==> src/rtl/seq_gen_pkg.sv <==
// Shared types and helpers for the programmable sequence generator.
package seq_gen_pkg;

    typedef enum logic [1:0] {
        IDLE = 2'd0,
        RUN  = 2'd1,
        DONE = 2'd2
    } state_t;

    localparam logic MODE_REPEAT  = 1'b0;
    localparam logic MODE_ONESHOT = 1'b1;

    // Zero length becomes 1; anything above max_len saturates.
    function automatic int unsigned clamp_len(input int unsigned len, input int unsigned max_len);
        if (len == 0)
            return 1;
        else if (len > max_len)
            return max_len;
        return len;
    endfunction

endpackage

==> src/rtl/seq_tick_div.sv <==
// Enabled tick divider: one tick every div_max_i+1 enabled cycles, count cleared by clr_i.
module seq_tick_div #(
    parameter int unsigned DIV_W = 26
) (
    input  logic             clk_i,
    input  logic             rst_i,
    input  logic             en_i,
    input  logic             clr_i,
    input  logic [DIV_W-1:0] div_max_i,
    output logic             tick_o
);

    logic [DIV_W-1:0] cnt_q, cnt_d;

    assign tick_o = en_i && (cnt_q == div_max_i);

    // A count above a freshly lowered div_max wraps through the full width.
    always_comb begin
        cnt_d = cnt_q;
        if (clr_i)
            cnt_d = '0;
        else if (en_i)
            cnt_d = tick_o ? '0 : cnt_q + DIV_W'(1);
    end

    always_ff @(posedge clk_i) begin
        if (rst_i)
            cnt_q <= '0;
        else
            cnt_q <= cnt_d;
    end

endmodule

==> src/rtl/seq_gen_prog.sv <==
// Programmable serial bit-sequence generator with divided step rate.
// Define SEQ_GEN_MATCH_EN to add the din/match serial sequence detector.
module seq_gen_prog
    import seq_gen_pkg::*;
#(
    parameter int unsigned        MAX_LEN = 16,
    parameter int unsigned        LEN_W   = 5,
    parameter int unsigned        DIV_W   = 26,
    parameter logic [MAX_LEN-1:0] PAT_RST = MAX_LEN'(16'b0000_0000_0001_0110),
    parameter logic [LEN_W-1:0]   LEN_RST = LEN_W'(5)
) (
    input  logic               clk,
    input  logic               rst,
    input  logic               en,
    input  logic [DIV_W-1:0]   div_max,
    input  logic               load,
    input  logic [MAX_LEN-1:0] pattern,
    input  logic [LEN_W-1:0]   len,
    input  logic               mode,
    input  logic               start,
    input  logic               stop,
    output logic               bit_out,
    output logic [LEN_W-1:0]   idx,
    output logic               tick,
    output logic               busy,
    output logic               done,
    output logic               led
`ifdef SEQ_GEN_MATCH_EN
   ,input  logic               din,
    output logic               match
`endif
);

    state_t             state_q, state_d;
    logic [MAX_LEN-1:0] pattern_q, pattern_d;
    logic [LEN_W-1:0]   len_q, len_d;
    logic               mode_q, mode_d;
    logic [LEN_W-1:0]   idx_q, idx_d;
    logic               bit_q, bit_d;
    logic               led_q, led_d;

    logic               tick_w, run_en, start_now, load_now;
    logic [LEN_W-1:0]   len_clamped, len_eff, idx_next;
    logic [MAX_LEN-1:0] pat_eff;

    function automatic logic pick(input logic [MAX_LEN-1:0] p, input logic [LEN_W-1:0] i);
        pick = 1'b0;
        for (int unsigned k = 0; k < MAX_LEN; k++)
            if (k == 32'(i))
                pick = p[k];
    endfunction

    assign start_now   = (state_q == IDLE) && start;
    assign load_now    = (state_q == IDLE) && load;
    assign run_en      = (state_q == RUN) && en;
    assign len_clamped = LEN_W'(clamp_len(32'(len), MAX_LEN));
    // A load on the start edge must feed the start itself.
    assign pat_eff     = load_now ? pattern : pattern_q;
    assign len_eff     = load_now ? len_clamped : len_q;

    seq_tick_div #(.DIV_W(DIV_W)) u_div (
        .clk_i     (clk),
        .rst_i     (rst),
        .en_i      (run_en),
        .clr_i     (start_now),
        .div_max_i (div_max),
        .tick_o    (tick_w)
    );

    always_ff @(posedge clk) begin
        if (rst)
            state_q <= IDLE;
        else
            state_q <= state_d;
    end

    always_comb begin
        state_d = state_q;
        unique case (state_q)
            IDLE: if (start) state_d = RUN;
            RUN: begin
                if (stop)
                    state_d = IDLE;
                else if (tick_w && idx_q == '0 && mode_q == MODE_ONESHOT)
                    state_d = DONE;
            end
            DONE:    state_d = IDLE;
            default: state_d = IDLE;
        endcase
    end

    always_comb begin
        pattern_d = pattern_q;
        len_d     = len_q;
        mode_d    = mode_q;
        idx_d     = idx_q;
        bit_d     = bit_q;
        idx_next  = '0;
        led_d     = led_q ^ tick_w;
        if (load_now) begin
            pattern_d = pattern;
            len_d     = len_clamped;
        end
        unique case (state_q)
            IDLE: begin
                bit_d = 1'b0;
                if (start) begin
                    idx_next = len_eff - LEN_W'(1);
                    idx_d    = idx_next;
                    bit_d    = pick(pat_eff, idx_next);
                    mode_d   = mode;
                end
            end
            RUN: begin
                if (stop) begin
                    bit_d = 1'b0;
                end else if (tick_w) begin
                    if (idx_q == '0 && mode_q == MODE_ONESHOT) begin
                        bit_d = 1'b0;
                    end else begin
                        idx_next = (idx_q == '0) ? len_q - LEN_W'(1) : idx_q - LEN_W'(1);
                        idx_d    = idx_next;
                        bit_d    = pick(pattern_q, idx_next);
                    end
                end
            end
            default: bit_d = 1'b0;
        endcase
    end

    always_ff @(posedge clk) begin
        if (rst) begin
            pattern_q <= PAT_RST;
            len_q     <= LEN_RST;
            mode_q    <= MODE_REPEAT;
            idx_q     <= '0;
            bit_q     <= 1'b0;
            led_q     <= 1'b0;
        end else begin
            pattern_q <= pattern_d;
            len_q     <= len_d;
            mode_q    <= mode_d;
            idx_q     <= idx_d;
            bit_q     <= bit_d;
            led_q     <= led_d;
        end
    end

    always_comb begin
        busy    = (state_q == RUN);
        done    = (state_q == DONE);
        bit_out = bit_q;
        idx     = idx_q;
        tick    = tick_w;
        led     = led_q;
    end

`ifdef SEQ_GEN_MATCH_EN
    logic [MAX_LEN-1:0] sr_q, len_mask;
    logic               shifted_q;

    always_comb begin
        len_mask = '0;
        for (int unsigned i = 0; i < MAX_LEN; i++)
            if (i < 32'(len_q))
                len_mask[i] = 1'b1;
    end

    // Compare one cycle after each shift so the pulse follows its tick.
    assign match = shifted_q && (((sr_q ^ pattern_q) & len_mask) == '0);

    always_ff @(posedge clk) begin
        if (rst || start_now) begin
            sr_q      <= '0;
            shifted_q <= 1'b0;
        end else begin
            shifted_q <= tick_w;
            if (tick_w)
                sr_q <= {sr_q[MAX_LEN-2:0], din};
        end
    end
`endif

endmodule

==> config.mk <==
export PLATFORM = sky130hd
export DESIGN_NAME = seq_gen_prog
export DESIGN_NICKNAME = d
export VERILOG_FILES = /design/src/rtl/seq_gen_pkg.sv /design/src/rtl/seq_tick_div.sv /design/src/rtl/seq_gen_prog.sv
export SDC_FILE = /design/constraint.sdc
export NUM_CORES = 1
export LEC_CHECK = 0
export CAP_MARGIN = 40
export CELL_PAD_IN_SITES_DETAIL_PLACEMENT = 1
export CELL_PAD_IN_SITES_GLOBAL_PLACEMENT = 2
export CORE_ASPECT_RATIO = 0.5
export CORE_MARGIN = 2
export CORE_UTILIZATION = 33
export DETAILED_ROUTE_END_ITERATION = 16
export PLACE_DENSITY_LB_ADDON = 0.1
export SLEW_MARGIN = 20
export SYNTH_ARGS = -nofsm -noshare
export SYNTH_HDL_FRONTEND = slang
export SYNTH_SLANG_ARGS = --single-unit
==> constraint.sdc <==
create_clock -name clk -period 8.5 [get_ports clk]
set_input_delay 1.7 -clock clk [delete_from_list [all_inputs] [get_ports clk]]
set_output_delay 1.7 -clock clk [all_outputs]
set_load 0.02 [all_outputs]
==> results.cfg <==
[logic_synthesis]
synth_top_area_cell = dfxtp_1
synth_fp_nets = 509
ys_ff_latch = 57
ys.flop_type = dfxtp_1
synth.area.top_cells = dfxtp_1, xor2_1, mux2i_1
ys_seq_area_frac = 0.316
ys_types = 61
synth_area_um2 = 3620
synth_edf_count = 0
yosysTopAreaCellShare = 0.316
async_flop_share = 0
syn_inst = 445
yosysWarnings = 0
synth.avg_cell_area_um2 = 8.13

[clock_tree]
cts_setup_buffers = 0
clockBufferDepth = 2
clockRootBuffer = clkbuf_16
cts_tree = done
clock-sinks = 57
worstSkewPairLatency_ns = 0.33
holdBufCountCts = 0
htree_levels = 3
cts.reportedPaths.clkPinSlew_ns = 0.05
cts_buffers = 9
cts_resized = 0

[route]
firstDrtPassIters = 4
first_iter_violations = 80
wl_per_cell_um = 15.9
drc = 0
totalWireLength_mm = 10.3
vias = 3328
ant_nets = 0
drt-vias-per-instance = 5.13

[worst_setup_path]
end_kind = output port
critPathLaunchType = input pin
r2r-end = bit_out$_SDFFE_PP0P_
r2r-start = state_q[1]$_SDFFE_PP0P_
worst_ep_arrival_time_ns = 4.07
criticalPathCategory = input pin to output port
rrSetupSlack_ns = 4.86
cp-endpoint = tick
startpoint = div_max[9]
r2r_cells = 11
path_max_fanout = 8
required_ns = 6.80

[timing]
final.min_clock_period_ns = 5.77
rsz0062_at_grt = no
timing.hold.ws_ns = 0.478
slew_violations = 0
tightest_slew_ns = 0.834
setup_viol = 0
fmax_mhz = 173
fin_skew_ns = 0.00358
period_share = 0.679
maxSlewHeadroom = 0.444
tns_ns = 0
finalHoldViolCount = 0

[floorplan]
die_x_um = 152
start_util = 0.346
die-area_um2 = 11900
core_area_um2 = 10400
std_cell_rows = 26
die_h_um = 78.0
ioPinCount = 64

[power]
power_w = 0.000829
power.share.switching = 0.305
ir_drop_v = 0.0000907
power_frac_comb = 0.253
p_int_w = 0.000576
leakage_nw = 1.78
pwr-share-seq = 0.353
switchingPower_w = 0.000252
cellPowerDensity_nw_per_um2 = 179
power.share.clock = 0.394

[run]
cap_violations = 0

[placement]
dp_hpwl_mm = 7.78
portBuffers = 63
place.gp.congestion = 0.774
place_area_um2 = 4370

[grt]
first_global_vias = 3313
grt_usage = 0.180
grt_start_max_net_pins = 37
antenna_found_initial = 0
grt_pass1_wl_mm = 16.9
grt.overflow.total = 0

[layout]
layout.nets = 569
design_area_um2 = 4630
drive_above_1_share = 0.0589
area_growth_pct = 28.2
diodes = 0

[outcome]
outcome = completed

[min_path]
hp-class = flop to flop
hold_path.startpoint = pattern_q[6]$_SDFF_PP0_
## routing by layer
metal / up-vias / GRT usage / share of wire
li1: 1689 / - / -
met3: 8 / 0.0480 / 0.034
met2: 52 / 0.297 / 0.44
met5: - / 0 / 0
met1: 1579 / 0.237 / 0.52
met4: 0 / 0.0393 / 0.0069
## worst min-delay path by stage
stage | slack (ns) | end | cells after the start
2_1_floorplan | 0.44 | pattern_q[7]$_SDFF_PP0_ | 2
6_report | 0.48 | pattern_q[6]$_SDFF_PP0_ | 2
5_1_grt | 0.51 | pattern_q[6]$_SDFF_PP0_ | 2
3_5_place_dp | 0.47 | pattern_q[6]$_SDFF_PP0_ | 2
4_1_cts | 0.48 | pattern_q[6]$_SDFF_PP0_ | 2
3_3_place_gp | 0.47 | pattern_q[6]$_SDFF_PP0_ | 2
## cell usage in the layout (no fill, tap or decap), types with 3 or more instances in the layout
cell             count
o21ai_0             17
ha_1                10
nor3_1               9
mux2_2               4
clkdlybuf4s50_1     63
nand2_1             45
o211ai_1             5
nand3_1             13
inv_1               15
a21oi_1             22
nor4_1               8
a31oi_1              4
nor2b_1              3
or2_1                3
and2_1               3
xnor2_1             12
xor2_1              35
mux2_1               3
nand2b_1             9
a31o_2               3
nor2_1              52
mux2i_1             24
dfxtp_1             57
or3_1               11
nand4_1             10
clkbuf_16            9
a211oi_1             9
nor3b_1              3
## cells by family after synthesis
family | count (synthesis) | synth area share
AOI/OAI and AO/OA | 79 | 0.140
adders and majority gates | 10 | 0.0346
buffers and inverters | 34 | 0.0401
DFF | 57 | 0.316
muxes | 31 | 0.0882
and+or+nand+nor | 186 | 0.263
xor gates and xnor gates | 48 | 0.118
## state kept, by name, summed over array words and instances, names as in the netlist
| signal | cells |
|---|---|
| pattern_q | 16 |
| state_q | 2 |
| led | 1 |
| u_div.cnt_q | 26 |
| idx | 5 |
| mode_q | 1 |
| len_q | 5 |
| bit_out | 1 |
## synth_stat cells (4+ instances only)
master,instances
a211oi_1,9
a21oi_1,22
a31oi_1,4
buf_2,5
clkbuf_1,9
dfxtp_1,57
ha_1,10
inv_1,15
mux2_2,4
mux2i_1,24
nand2_1,45
nand2b_1,9
nand3_1,13
nand4_1,10
nor2_1,52
nor3_1,9
nor4_1,8
o211ai_1,5
o21ai_0,17
or3_1,11
xnor2_1,12
xor2_1,35
## cell type report
type                       instances  area (µm²)
clock inverter                     3        17.5
inverter                          17        63.8
sequential                        57        1140
clock buffer                      12         246
multi-input combinational        354        2330
tap                              140         175
fill                            1260        5810
timing repair buffer              66         661
## per-stage QoR
| stage | setup WS [ns] | instances | util |
|---|---|---|---|
| CTS | 2.68 | 649 | 0.444 |
| detailed placement | 2.68 | 634 | 0.419 |
| global route | 2.60 | 649 | 0.444 |
| floorplan | 3.62 | 445 | - |
| finish | 2.73 | 649 | 0.444 |
| global placement | 2.70 | 633 | 0.417 |
## power groups by stage
stage | clock (W) | sequential (W) | combinational [W]
6_report | 0.000327 | 0.000293 | 0.000209
4_1_cts | 0.000338 | 0.000293 | 0.000212
3_3_place_gp | 0 | 0.000298 | 0.000209
5_1_grt | 0.000349 | 0.000295 | 0.000232
3_5_place_dp | 0 | 0.000298 | 0.000211
2_1_floorplan | 0 | 0.000296 | 0.000137
## critical path, stage by stage
cell             delay, ns
clkdlybuf4s50_1       0.42
xor2_1                0.15
nor4_1                0.35
nand2_1               0.16
nor4_4                0.57
clkdlybuf4s50_1       0.71
Note: power is estimated with default switching activity, not from simulation.
